--- config.mk ---
export PLATFORM = sky130hd
export DESIGN_NAME = rvc_fetch_aligner
export DESIGN_NICKNAME = d
export VERILOG_FILES = /design/src/rtl/rvc_fetch_aligner.sv
export SDC_FILE = /design/constraint.sdc
export NUM_CORES = 1
export LEC_CHECK = 0
export BUFFER_PORTS_ARGS = -buffer_cell sky130_fd_sc_hd__clkbuf_2
export CAP_MARGIN = 20
export CORE_MARGIN = 4
export CORE_UTILIZATION = 61
export CTS_CLUSTER_DIAMETER = 200
export DETAILED_ROUTE_END_ITERATION = 10
export PLACE_DENSITY = 0.84
export RECOVER_POWER = 50
export SLEW_MARGIN = 20
export SYNTH_ARGS = -nofsm -noshare
export SYNTH_HDL_FRONTEND = slang
export SYNTH_SLANG_ARGS = --single-unit
--- constraint.sdc ---
create_clock -name clk -period 9.62 [get_ports clk]
set_input_delay 0.481 -clock clk [delete_from_list [all_inputs] [get_ports clk]]
set_output_delay 0.481 -clock clk [all_outputs]
set_load 0.02 [all_outputs]
--- src/rtl/rvc_fetch_aligner.sv ---
// Fetch aligner: queues 16-bit halfwords from 32-bit fetch words and hands out one
// instruction per handshake. RV32C halfwords are expanded to 32 bits; 32-bit instructions pass through.
module rvc_fetch_aligner #(
    parameter int QDEPTH = 4,
    parameter bit EXT_EN = 1'b1
) (
    input  logic        clk,
    input  logic        rst_n,
    input  logic        flush,
    input  logic [31:0] flush_pc,
    input  logic        fetch_valid,
    output logic        fetch_ready,
    input  logic [31:0] fetch_data,
    output logic        out_valid,
    input  logic        out_ready,
    output logic [31:0] out_instr,
    output logic [31:0] out_pc,
    output logic        out_is_rvc,
    output logic        out_illegal
);
    localparam int PW = $clog2(QDEPTH);
    localparam int CW = PW + 1;

    localparam logic [6:0] OPC_LOAD   = 7'b0000011;
    localparam logic [6:0] OPC_STORE  = 7'b0100011;
    localparam logic [6:0] OPC_IMM    = 7'b0010011;
    localparam logic [6:0] OPC_OP     = 7'b0110011;
    localparam logic [6:0] OPC_LUI    = 7'b0110111;
    localparam logic [6:0] OPC_BRANCH = 7'b1100011;
    localparam logic [6:0] OPC_JAL    = 7'b1101111;
    localparam logic [6:0] OPC_JALR   = 7'b1100111;

    typedef struct packed {
        logic [31:0] instr;
        logic        illegal;
    } expand_t;

    function automatic expand_t expand_rvc(input logic [15:0] c);
        expand_t     r;
        logic        ext;
        logic [4:0]  rd, rs2, rdp, rs1p;
        logic [11:0] imm6, imm_lw, imm_4spn, imm_16sp, imm_lwsp, imm_swsp;
        logic [12:0] imm_b;
        logic [20:0] imm_j;
        logic [19:0] imm_lui;
        r        = '{instr: 32'h0, illegal: 1'b0};
        ext      = 1'b0;
        rd       = c[11:7];
        rs2      = c[6:2];
        rdp      = {2'b01, c[4:2]};
        rs1p     = {2'b01, c[9:7]};
        imm6     = {{7{c[12]}}, c[6:2]};
        imm_lw   = {5'b0, c[5], c[12:10], c[6], 2'b00};
        imm_4spn = {2'b0, c[10:7], c[12:11], c[5], c[6], 2'b00};
        imm_16sp = {{3{c[12]}}, c[4:3], c[5], c[2], c[6], 4'b0000};
        imm_lwsp = {4'b0, c[3:2], c[12], c[6:4], 2'b00};
        imm_swsp = {4'b0, c[8:7], c[12:9], 2'b00};
        imm_b    = {{5{c[12]}}, c[6:5], c[2], c[11:10], c[4:3], 1'b0};
        imm_j    = {{10{c[12]}}, c[8], c[10:9], c[6], c[7], c[2], c[11], c[5:3], 1'b0};
        imm_lui  = {{14{c[12]}}, c[12], c[6:2]};

        case (c[1:0])
            2'b00: begin
                case (c[15:13])
                    3'b000: begin
                        ext       = 1'b1;
                        r.instr   = {imm_4spn, 5'd2, 3'b000, rdp, OPC_IMM};
                        r.illegal = (imm_4spn == 12'h0);
                    end
                    3'b010:  r.instr = {imm_lw, rs1p, 3'b010, rdp, OPC_LOAD};
                    3'b110:  r.instr = {imm_lw[11:5], rdp, rs1p, 3'b010, imm_lw[4:0], OPC_STORE};
                    default: r.illegal = 1'b1;
                endcase
            end
            2'b01: begin
                case (c[15:13])
                    3'b000: r.instr = {imm6, rd, 3'b000, rd, OPC_IMM};
                    3'b001: r.instr = {imm_j[20], imm_j[10:1], imm_j[11], imm_j[19:12], 5'd1, OPC_JAL};
                    3'b010: begin
                        ext     = 1'b1;
                        r.instr = {imm6, 5'd0, 3'b000, rd, OPC_IMM};
                    end
                    3'b011: begin
                        ext = 1'b1;
                        if (rd == 5'd2) begin
                            r.instr   = {imm_16sp, 5'd2, 3'b000, 5'd2, OPC_IMM};
                            r.illegal = (imm_16sp == 12'h0);
                        end else begin
                            r.instr   = {imm_lui, rd, OPC_LUI};
                            r.illegal = ({c[12], c[6:2]} == 6'h0);
                        end
                    end
                    3'b100: begin
                        case (c[11:10])
                            2'b00: begin
                                r.instr   = {7'b0000000, c[6:2], rs1p, 3'b101, rs1p, OPC_IMM};
                                r.illegal = c[12];
                            end
                            2'b01: begin
                                r.instr   = {7'b0100000, c[6:2], rs1p, 3'b101, rs1p, OPC_IMM};
                                r.illegal = c[12];
                            end
                            2'b10: r.instr = {imm6, rs1p, 3'b111, rs1p, OPC_IMM};
                            default: begin
                                ext = 1'b1;
                                if (c[12]) begin
                                    r.illegal = 1'b1;
                                end else begin
                                    case (c[6:5])
                                        2'b00:   r.instr = {7'b0100000, rdp, rs1p, 3'b000, rs1p, OPC_OP};
                                        2'b01:   r.instr = {7'b0000000, rdp, rs1p, 3'b100, rs1p, OPC_OP};
                                        2'b10:   r.instr = {7'b0000000, rdp, rs1p, 3'b110, rs1p, OPC_OP};
                                        default: r.instr = {7'b0000000, rdp, rs1p, 3'b111, rs1p, OPC_OP};
                                    endcase
                                end
                            end
                        endcase
                    end
                    3'b101: r.instr = {imm_j[20], imm_j[10:1], imm_j[11], imm_j[19:12], 5'd0, OPC_JAL};
                    3'b110: r.instr = {imm_b[12], imm_b[10:5], 5'd0, rs1p, 3'b000, imm_b[4:1], imm_b[11], OPC_BRANCH};
                    default: r.instr = {imm_b[12], imm_b[10:5], 5'd0, rs1p, 3'b001, imm_b[4:1], imm_b[11], OPC_BRANCH};
                endcase
            end
            2'b10: begin
                case (c[15:13])
                    3'b000: begin
                        r.instr   = {7'b0000000, c[6:2], rd, 3'b001, rd, OPC_IMM};
                        r.illegal = c[12];
                    end
                    3'b010: begin
                        ext       = 1'b1;
                        r.instr   = {imm_lwsp, 5'd2, 3'b010, rd, OPC_LOAD};
                        r.illegal = (rd == 5'd0);
                    end
                    3'b100: begin
                        if (!c[12]) begin
                            if (rs2 == 5'd0) begin
                                r.instr   = {12'h0, rd, 3'b000, 5'd0, OPC_JALR};
                                r.illegal = (rd == 5'd0);
                            end else begin
                                r.instr = {7'b0000000, rs2, 5'd0, 3'b000, rd, OPC_OP};
                            end
                        end else if (rs2 == 5'd0 && rd == 5'd0) begin
                            ext     = 1'b1;
                            r.instr = 32'h0010_0073;
                        end else if (rs2 == 5'd0) begin
                            r.instr = {12'h0, rd, 3'b000, 5'd1, OPC_JALR};
                        end else begin
                            r.instr = {7'b0000000, rs2, rd, 3'b000, rd, OPC_OP};
                        end
                    end
                    3'b110: begin
                        ext     = 1'b1;
                        r.instr = {imm_swsp[11:5], rs2, 5'd2, 3'b010, imm_swsp[4:0], OPC_STORE};
                    end
                    default: r.illegal = 1'b1;
                endcase
            end
            default: r.illegal = 1'b1;
        endcase

        if (ext && !EXT_EN) r.illegal = 1'b1;
        if (r.illegal) r.instr = 32'h0;
        return r;
    endfunction

    logic [15:0]   mem_q [QDEPTH];
    logic [PW-1:0] rd_ptr_q, rd_ptr_d, wr_ptr_q, wr_ptr_d;
    logic [PW-1:0] rd_nxt, wr_nxt;
    logic [CW-1:0] count_q, count_d, n_push, n_pop;
    logic [31:0]   pc_q, pc_d;
    logic          drop_low_q, drop_low_d;
    logic [15:0]   head_hw, next_hw;
    logic          is_32, have_instr, do_push, do_pop;
    expand_t       exp_w;
    logic          unused_flush_pc0;

    assign unused_flush_pc0 = flush_pc[0];

    assign rd_nxt  = rd_ptr_q + PW'(1);
    assign wr_nxt  = wr_ptr_q + PW'(1);
    assign head_hw = mem_q[rd_ptr_q];
    assign next_hw = mem_q[rd_nxt];
    assign is_32   = (head_hw[1:0] == 2'b11);
    assign exp_w   = expand_rvc(head_hw);

    assign have_instr  = is_32 ? (count_q >= CW'(2)) : (count_q != '0);
    assign fetch_ready = rst_n && (count_q <= CW'(QDEPTH - 2));
    assign out_valid   = rst_n && have_instr;
    assign out_instr   = is_32 ? {next_hw, head_hw} : exp_w.instr;
    assign out_pc      = pc_q;
    assign out_is_rvc  = out_valid && !is_32;
    assign out_illegal = out_valid && !is_32 && exp_w.illegal;

    assign do_push = fetch_valid && fetch_ready && !flush;
    assign do_pop  = out_valid && out_ready && !flush;
    assign n_push  = do_push ? (drop_low_q ? CW'(1) : CW'(2)) : '0;
    assign n_pop   = do_pop ? (is_32 ? CW'(2) : CW'(1)) : '0;

    // NOTE: every always_comb output gets a default first, so no path can infer a latch.
    always_comb begin
        rd_ptr_d   = rd_ptr_q;
        wr_ptr_d   = wr_ptr_q;
        count_d    = count_q;
        pc_d       = pc_q;
        drop_low_d = drop_low_q;
        if (flush) begin
            rd_ptr_d   = '0;
            wr_ptr_d   = '0;
            count_d    = '0;
            pc_d       = {flush_pc[31:1], 1'b0};
            drop_low_d = flush_pc[1];
        end else begin
            count_d  = count_q + n_push - n_pop;
            wr_ptr_d = wr_ptr_q + n_push[PW-1:0];
            rd_ptr_d = rd_ptr_q + n_pop[PW-1:0];
            if (do_pop) pc_d = pc_q + (is_32 ? 32'd4 : 32'd2);
            if (do_push) drop_low_d = 1'b0;
        end
    end

    // NOTE: state uses non-blocking assignments so every flop samples pre-edge values.
    always_ff @(posedge clk) begin
        if (!rst_n) begin
            rd_ptr_q   <= '0;
            wr_ptr_q   <= '0;
            count_q    <= '0;
            pc_q       <= '0;
            drop_low_q <= 1'b0;
        end else begin
            rd_ptr_q   <= rd_ptr_d;
            wr_ptr_q   <= wr_ptr_d;
            count_q    <= count_d;
            pc_q       <= pc_d;
            drop_low_q <= drop_low_d;
        end
    end

    // NOTE: queue storage is not reset; count and pointers alone decide which entries are live.
    always_ff @(posedge clk) begin
        if (do_push) begin
            if (drop_low_q) begin
                mem_q[wr_ptr_q] <= fetch_data[31:16];
            end else begin
                mem_q[wr_ptr_q] <= fetch_data[15:0];
                mem_q[wr_nxt]   <= fetch_data[31:16];
            end
        end
    end

endmodule

======== Word level (Yosys, flattened, before mapping) ========
Memories as Yosys holds them, arrays and structs flattened. A register that Yosys moved wholly into a read port is not among the register bits.
Cells that the tools add are included.
word-level totals
  output and inout port bits .............. 68
  input port bits ......................... 69
  memory bits (read-only) ................. 0
  memories kept ........................... 1
  memory bits (writable) .................. 64
  logic and storage cells ................. 98
  register bits after elaboration ......... 40
  bits in latches ......................... 0
cells by class
  reductions and logical operators ........ 26
  mux-type cells .......................... 40
  shift-type cells ........................ 0
  $mul .................................... 0
  bitwise gates (word level) .............. 2
  div/mod/pow operators ................... 0
  magnitude comparators ................... 2
  equal/unequal tests ..................... 14
  $add $sub $neg .......................... 7
memory list
  name   depth  width  rd ports  clocked after memory_dff  write ports  RTL line  source
  mem_q  4      16     2         1                         2            167       logic [15:0] mem_q [QDEPTH];
operators by type and width
  cell                                                              count
  32-bit case mux with 7 select lines                               1
  32-bit two-way mux                                                6
  32-bit case mux with 3 select lines                               2
  32-bit case mux with 4 select lines                               1
  31-bit case mux with 3 select lines                               1
  30-bit case mux with 3 select lines                               1
  25-bit two-way mux                                                2
  32-bit by 3-bit adder with 32-bit output                          1
  31-bit two-way mux                                                1
  30-bit two-way mux                                                1
  8-bit logical NOT                                                 2
  16-bit two-way mux                                                1
  1-bit two-way mux                                                 12
  5-bit logical NOT                                                 2
  2-bit two-way mux                                                 5
  3-bit == test (second input constant)                             3
  1-bit logical AND                                                 9
  2-bit == test (second input constant)                             4
  2-bit by 1-bit == test with 1-bit output (second input constant)  3
  3-bit by 2-bit == test with 1-bit output (second input constant)  2
  2-bit logical NOT                                                 3
  6-bit logical NOT                                                 1
  1-bit case mux with 2 select lines                                3
  2-bit OR reduction                                                3
  17 further kinds                                                  21

======== Longest topological paths before layout ========
Gate-level depths: netlist (run 1).
  depth in word-level cells ............... 8
  depth in mapped cells ................... 16
  gate-level depth less buffers ........... 13

======== Worst setup path after synthesis (run 1) ========
No wires, ideal clock.
  path kind ............................... input to register
  start point ............................. in rst_n
  end point ............................... reg count_q[2]
  buffers on the path ..................... 2
  stages .................................. 11
  path slack .............................. 6.121 ns
  required time ........................... 9.504 ns
  arrival time ............................ 3.383 ns
  setup time .............................. 0.116 ns
  path through ............................ clkbuf_1 inv_1 a211oi_1 nand2_1 or3_1 buf_2 fa_1 fa_1 xnor2_1 xnor2_1 nor2_1
between the ends
  word-level cells in the longest chain between the ends .. 6
  elaborated cells on any way between the ends .. 12
  those cells by class .................... add/sub: 2; mux: 2; bitwise: 1; reduce/logical: 7
RTL lines
  what                                         RTL line  source
  start, declared                              8         input logic rst_n,
  1-bit logical AND                            188       assign fetch_ready = rst_n && (count_q <= CW'(QDEPTH - 2));
  net fetch_ready                              12        output logic fetch_ready,
  1-bit logical AND (2 in a row)               195       assign do_push = fetch_valid && fetch_ready && !flush;
  2-bit two-way mux                            197       assign n_push = do_push ? (drop_low_q ? CW'(1) : CW'(2)) : '0;
  3-bit by 2-bit adder with 3-bit output       214       count_d = count_q + n_push - n_pop;
  3-bit by 2-bit subtractor with 3-bit output  214
  end signal, assigned                         233       count_q <= count_d;
  end, declared                                170       logic [CW-1:0] count_q, count_d, n_push, n_pop;
The timed path passes the listed nets, and every way through them passes these cells.
A chain may end at the register's enable or synchronous reset.

==> results of run 1 <==
Yosys cell counts (all sizes together) (7+ instances only):
| cell | instances |
|---|---|
| o21ai | 67 |
| mux2 | 65 |
| edfxtp | 64 |
| nand2 | 60 |
| a21oi | 59 |
| nor2 | 46 |
| dfxtp | 39 |
| mux4 | 32 |
| clkbuf | 30 |
| buf | 21 |
| inv | 21 |
| nor3 | 20 |
| xor2 | 20 |
| nand3 | 17 |
| xnor2 | 15 |
| nand4 | 13 |
| and3 | 10 |
| a211oi | 9 |
| mux2i | 9 |
| a31oi | 7 |
| and2 | 7 |
| nor2b | 7 |
through the flow:
stage          cell area, sq um  total power [mW]  instances
2_1_floorplan              7380             0.630        736
3_3_place_gp               8000             0.688        966
3_5_place_dp               8000             0.695        966
4_1_cts                    8270              1.03        982
5_1_grt                    8210              1.06        982
6_report                   8210              1.03        982
sequential cells by signal, summed over array words and instances (netlist names):
signal      flops
count_q         3
drop_low_q      1
mem_q          64
out_pc         31
rd_ptr_q        2
wr_ptr_q        2
worst max path at each step:
stage	slack, ps	start	end	depth (start not counted)
floorplan	6120	rst_n	count_q[2]$_SDFF_PP0_	11
global placement	4990	rd_ptr_q[0]$_SDFF_PP0_	count_q[2]$_SDFF_PP0_	13
detailed placement	4810	rd_ptr_q[0]$_SDFF_PP0_	out_pc[22]$_SDFFE_PN0P_	11
CTS	4790	rd_ptr_q[0]$_SDFF_PP0_	count_q[2]$_SDFF_PP0_	13
global route	3190	rd_ptr_q[0]$_SDFF_PP0_	out_pc[22]$_SDFFE_PN0P_	11
finish	3590	rd_ptr_q[0]$_SDFF_PP0_	out_instr[7]	8
metal layers:
metal | up-vias | part of all wire
met4 | 0 | 0.037
met3 | 95 | 0.11
met2 | 538 | 0.47
met5 | - | 0
li1 | 2997 | -
met1 | 3317 | 0.39
cell families (layout without fill, tap and decap cells):
logic type,Yosys count,after routing,synth area share
multiplexers,106,106,0.209
XOR/XNOR,35,35,0.0416
AO/OA/AOI/OAI,206,206,0.177
AND/OR/NAND/NOR,203,203,0.140
adder cells (fa/ha/maj),9,9,0.0183
other,1,1,0.000508
flip-flops,103,103,0.366
buffers and inverters,73,176,0.0470
layout make-up:
| class | instances | area [sq um] |
|---|---|---|
| clock buffer | 11 | 233 |
| clock inverter | 5 | 33.8 |
| fill | 840 | 3410 |
| inverter | 22 | 82.6 |
| multi-input combinational | 560 | 4320 |
| sequential | 103 | 2700 |
| tap | 143 | 179 |
| timing repair buffer | 138 | 654 |
cells in the final DEF (no fill, tap or decap), drive strengths merged, types with 5 or more instances in the layout:
| cell | n |
|---|---|
| xnor2 | 15 |
| nand4 | 13 |
| ha | 6 |
| and3 | 10 |
| o22ai | 6 |
| mux4 | 32 |
| nor2 | 46 |
| nor3 | 20 |
| nand3 | 17 |
| a211oi | 9 |
| o21a | 5 |
| inv | 22 |
| nor2b | 7 |
| mux2i | 9 |
| xor2 | 20 |
| o21ai | 67 |
| a31oi | 7 |
| a22o | 6 |
| o31ai | 6 |
| mux2 | 65 |
| nand2 | 60 |
| a21oi | 59 |
| dfxtp | 39 |
| and2 | 7 |
| clkbuf | 146 |
| edfxtp | 64 |
worst min-delay path, stage by stage:
cell and delay [ps]:
clkbuf_2 80, mux2i_1 50, nor2_1 70
power groups by stage:
stage / combinational (mW) / sequential (mW) / clock, mW
2_1_floorplan: 0.114 / 0.516 / 0
3_3_place_gp: 0.181 / 0.507 / 0
3_5_place_dp: 0.186 / 0.509 / 0
4_1_cts: 0.189 / 0.500 / 0.340
5_1_grt: 0.202 / 0.502 / 0.354
6_report: 0.190 / 0.500 / 0.340
==> impl_metrics.env, run 1 <==
export IMPL_post_dp_hpwl_um=16600
export IMPL_clockPowerShare=0.330
export IMPL_r2r_end="out_pc[22]$_SDFFE_PN0P_"
export IMPL_synthCells=736
export IMPL_tritoncts="done"
export IMPL_grt_pass1_wl_um=36700
export IMPL_wl_per_cell_um=24.3
export IMPL_holdPathStages=3
export IMPL_port_buffers=134
export IMPL_finalHoldViolations=0
export IMPL_rsz0062_at_grt="no"
export IMPL_via_count=6947
export IMPL_synth_edf_count=64
export IMPL_drt_total_wl_um=23900
export IMPL_initial_core_util=0.635
export IMPL_async_reset_ff_frac=0
export IMPL_internal_power_uw=732
export IMPL_reg2reg_depth=11
export IMPL_seq_power_share=0.485
export IMPL_grt_ovfl_total=0
export IMPL_rows=39
export IMPL_drc=0
export IMPL_cts_setup_buffers=0
export IMPL_ctsHoldBuffers=0
export IMPL_setup_viol=0
export IMPL_drt_first_pass_iters=5
export IMPL_hold_path_end="out_pc[15]$_SDFFE_PN0P_"
export IMPL_gp_congestion=0.930
export IMPL_clk_pin_slew_ps=70
export IMPL_powerDensity_mw_per_mm2=126
export IMPL_r2r_start="rd_ptr_q[0]$_SDFF_PP0_"
export IMPL_met2_usage=0.513
export IMPL_clk_path_buf_depth=2
export IMPL_fin_hold_ws_ps=364
export IMPL_yosysSeqAreaShare=0.366
export IMPL_path_cells="clkbuf_1, mux4_2, nor3b_2, nand2_1, a2111oi_0, a211oi_1, o2bb2ai_1, clkbuf_2"
export IMPL_top_usage_layer="met2"
export IMPL_post_route_util=0.707
export IMPL_diodes=0
export IMPL_die_y_um=118
export IMPL_cp_start_kind="flop"
export IMPL_ys_warn_count=0
export IMPL_status="finished with violations"
export IMPL_grt_max_degree=45
export IMPL_grt_use_met1=0.447
export IMPL_grt_antenna_before_repair=0
export IMPL_grt_pass1_vias=6633
export IMPL_setup_slack_ps=3590
export IMPL_min_from="flush_pc[15]"
export IMPL_cts_buffers=9
export IMPL_cp_slowest_cell="clkbuf_1"
export IMPL_ys_seq_elements=103
export IMPL_viasPerCell=7.07
export IMPL_cts_resized=0
export IMPL_synth_area_per_cell_sq_um=10.0
export IMPL_drv_slew=51
export IMPL_core_area_sq_mm=0.0116
export IMPL_p_sw_frac=0.289
export IMPL_syn_to_final_growth_pct=11.2
export IMPL_synthTopCellsByArea="edfxtp_1 26%, dfxtp_1 11%, mux2_2 9.9%"
export IMPL_drtIter0Drc=1078
export IMPL_synth_area_leader_cell="edfxtp_1"
export IMPL_grt_total_usage=0.331
export IMPL_netlist_cell_type_count=79
export IMPL_end_kind="output pin"
export IMPL_dp_worst_setup_slack_ps=4810
export IMPL_fin_tns_setup_ps=0
export IMPL_groute_layer_met3_usage=0.0663
export IMPL_synth_net_count=814
export IMPL_tightest_slew_ps=2540
export IMPL_hp_class="in2reg"
export IMPL_crit_path_max_incr_delay_ps=1130
export IMPL_min_period_ps=6030
export IMPL_critical_path_required_ps=9140
export IMPL_synth_top_area_share=0.261
export IMPL_skew_ps=9.53
export IMPL_die_area_sq_mm=0.0139
export IMPL_violations="capacitance limit, slew limit"
export IMPL_power_frac_comb=0.184
export IMPL_cts_num_sinks=103
export IMPL_critPathKind="reg2out"
export IMPL_synth_cell_area_sq_mm=0.00738
export IMPL_synth_ff_type="edfxtp_1"
export IMPL_power_switching_uw=298
export IMPL_layout_nets=912
export IMPL_leakage_nw=2.90
export IMPL_min_period_over_period=0.626
export IMPL_maxSlewHeadroom=-0.704
export IMPL_final_layout_size_suffix_gt1_frac=0.277
export IMPL_io_pin_count=137
export IMPL_worst_path_max_fanout=33
export IMPL_max_freq_mhz=166
export IMPL_arrival_ps=5540
export IMPL_reg2reg_slack_ps=3660
export IMPL_ir_drop_uv=152
export IMPL_crit_buf_inv=2
export IMPL_clock_latency_ps=350
export IMPL_ant_nets=0
export IMPL_maxCapViolCount=3
export IMPL_htree_levels=3
export IMPL_cpLargestDelayFamily="buffers and inverters"
export IMPL_die_x_um=118
export IMPL_root_buffer="clkbuf_16"
No activity file was read; power rests on OpenSTA's default activity.
==> run 2, diff against run 1 <==
--- a/config.mk
+++ b/config.mk
@@ -8,10 +8,10 @@
 export BUFFER_PORTS_ARGS = -buffer_cell sky130_fd_sc_hd__clkbuf_2
 export CAP_MARGIN = 20
 export CORE_MARGIN = 4
-export CORE_UTILIZATION = 61
+export CORE_UTILIZATION = 51
 export CTS_CLUSTER_DIAMETER = 200
 export DETAILED_ROUTE_END_ITERATION = 10
-export PLACE_DENSITY = 0.84
+export PLACE_DENSITY = 0.75
 export RECOVER_POWER = 50
 export SLEW_MARGIN = 20
 export SYNTH_ARGS = -nofsm -noshare
==> constraint.sdc (replaced) <==
create_clock -name clk -period 5.3 [get_ports clk]
set_input_delay 0.265 -clock clk [delete_from_list [all_inputs] [get_ports clk]]
set_output_delay 0.265 -clock clk [all_outputs]
set_load 0.02 [all_outputs]
==> run 2 against run 1 <==
Sequential share of layout area shrank 0.44 points; clock-buffer cell count fell by 1; worst hold slack lost 210 ps; clock skew is 3.3 ps lower; combinational power grew 77%; core utilization decreased by 11 points; global-route usage decreased by 6.5 points; via count is 3.6% lower; worst setup slack worse by 2800 ps; register-to-register slack got worse by 2600 ps; the flow still finishes with violations (capacitance limit, slew limit); final area rose by 1.4%; first-iteration DRC count decreased by 5.2%.
==> impl_metrics.env, run 2 (synthesis results as in run 1) <==
export IMPL_min_from="flush_pc[2]"
export IMPL_layout_nets=914
export IMPL_critPathKind="reg2out"
export IMPL_r2r_end="out_pc[17]$_SDFFE_PN0P_"
export IMPL_ir_drop_uv=205
export IMPL_rsz0062_at_grt="no"
export IMPL_gp_congestion=1.01
export IMPL_grt_antenna_before_repair=0
export IMPL_min_period_over_period=0.848
export IMPL_initial_core_util=0.525
export IMPL_cp_start_kind="flop"
export IMPL_arrival_ps=4230
export IMPL_grt_pass1_vias=6439
export IMPL_drtIter0Drc=1022
export IMPL_final_cell_mix="101 x clkbuf_2, 65 x mux2_2, 64 x edfxtp_1"
export IMPL_fin_tns_setup_ps=0
export IMPL_drt_first_pass_iters=8
export IMPL_fin_hold_ws_ps=151
export IMPL_cts_resized=0
export IMPL_violations="capacitance limit, slew limit"
export IMPL_drv_slew=51
export IMPL_power_mw=1.95
export IMPL_maxCapViolCount=3
export IMPL_maxSlewHeadroom=-0.813
export IMPL_skew_ps=6.22
export IMPL_clk_pin_slew_ps=70
export IMPL_syn_to_final_growth_pct=12.8
export IMPL_root_buffer="clkbuf_16"
export IMPL_worst_path_max_fanout=27
export IMPL_end_kind="output pin"
export IMPL_clock_latency_ps=350
export IMPL_powerDensity_mw_per_mm2=234
export IMPL_core_area_sq_mm=0.0140
export IMPL_min_period_ps=4500
export IMPL_reg2reg_slack_ps=1080
export IMPL_rows=43
export IMPL_clockPowerShare=0.363
export IMPL_final_layout_size_suffix_gt1_frac=0.283
export IMPL_grt_pass1_wl_um=34500
export IMPL_power_frac_comb=0.173
export IMPL_cts_setup_buffers=0
export IMPL_wl_per_cell_um=21.3
export IMPL_r2r_start="rd_ptr_q[0]$_SDFF_PP0_"
export IMPL_seq_power_share=0.464
export IMPL_ctsHoldBuffers=0
export IMPL_critical_path_required_ps=5040
export IMPL_diodes=0
export IMPL_tritoncts="done"
export IMPL_grt_total_usage=0.265
export IMPL_die_x_um=128
export IMPL_regMostFlops="mem_q"
export IMPL_grt_max_degree=36
export IMPL_largest_register_ffs=64
export IMPL_cts_buffers=9
export IMPL_final_common_cell="clkbuf_2"
export IMPL_fill_cells=1193
export IMPL_grt_ovfl_total=0
export IMPL_drc=0
export IMPL_power_switching_uw=528
export IMPL_via_count=6696
export IMPL_p_sw_frac=0.271
export IMPL_cts_num_sinks=103
export IMPL_ant_nets=0
export IMPL_max_freq_mhz=222
export IMPL_reg2reg_depth=11
export IMPL_hold_path_end="out_pc[2]$_SDFFE_PN0P_"
export IMPL_holdPathStages=3
export IMPL_clk_path_buf_depth=2
export IMPL_die_y_um=128
export IMPL_die_area_sq_mm=0.0165
export IMPL_port_buffers=134
export IMPL_htree_levels=3
export IMPL_leakage_nw=2.94
export IMPL_viasPerCell=6.56
export IMPL_post_dp_hpwl_um=15300
export IMPL_io_pin_count=137
export IMPL_status="finished with violations"
export IMPL_setup_viol=0
export IMPL_internal_power_mw=1.42
export IMPL_drt_total_wl_um=21700
export IMPL_hp_class="in2reg"
export IMPL_tightest_slew_ps=2700
export IMPL_finalHoldViolations=0
==> run 2: critical path, stage by stage (launching register included) <==
cell and delay, ps:
dfxtp_2 680, buf_4 430, mux4_2 820, nor3b_2 690, nand2_1 210, a2111oi_0 520
a211oi_1 130, o2bb2ai_1 180, clkbuf_2 190
==> run 2: per-stage QoR <==
stage / util / instances / cell area [sq um] / worst slack, ps
6_report: 0.593 / 1021 / 8320 / 804
4_1_cts: 0.597 / 1021 / 8380 / 904
5_1_grt: 0.593 / 1021 / 8320 / 504
2_1_floorplan: - / 736 / 7380 / 1820
3_3_place_gp: 0.574 / 1005 / 8070 / 1230
3_5_place_dp: 0.574 / 1005 / 8070 / 1190
==> run 2: layer usage <==
layer  part of all wire  vias to the layer above  track usage  wire [um]
met5                  0                        -            0          0
met4              0.040                        0        0.117        863
met3              0.096                      101       0.0554       2100
met2               0.46                      441        0.402      10000
met1               0.40                     3148        0.368       8770
li1                   -                     3006            -          -
==> run 2: cell type report <==
cell class                      count  area, sq um  area share
Clock buffer                       10          229      0.0275
Clock inverter                      6         85.1      0.0102
Inverter                           22         82.6     0.00992
Multi-Input combinational cell    560         4320       0.519
Sequential cell                   103         2700       0.325
Tap cell                          180          225      0.0271
Timing Repair Buffer              140          674      0.0811
==> run 2: worst max-delay path by stage <==
| stage | from | cells after the start | end |
|---|---|---|---|
| finish | rd_ptr_q[0]$_SDFF_PP0_ | 8 | out_instr[7] |
| global route | rd_ptr_q[0]$_SDFF_PP0_ | 8 | out_instr[7] |
| CTS | rd_ptr_q[0]$_SDFF_PP0_ | 8 | out_instr[7] |
| detailed placement | rd_ptr_q[0]$_SDFF_PP0_ | 11 | out_pc[29]$_SDFFE_PN0P_ |
| global placement | rd_ptr_q[0]$_SDFF_PP0_ | 11 | out_pc[29]$_SDFFE_PN0P_ |
| floorplan | rd_ptr_q[0]$_SDFF_PP0_ | 16 | count_q[2]$_SDFF_PP0_ |
==> run 2: power groups by stage <==
stage	clock, mW	sequential [mW]	combinational, mW
CTS	0.713	0.906	0.337
floorplan	0	0.937	0.207
detailed placement	0	0.923	0.334
finish	0.707	0.906	0.337
global placement	0	0.921	0.332
global route	0.747	0.909	0.366
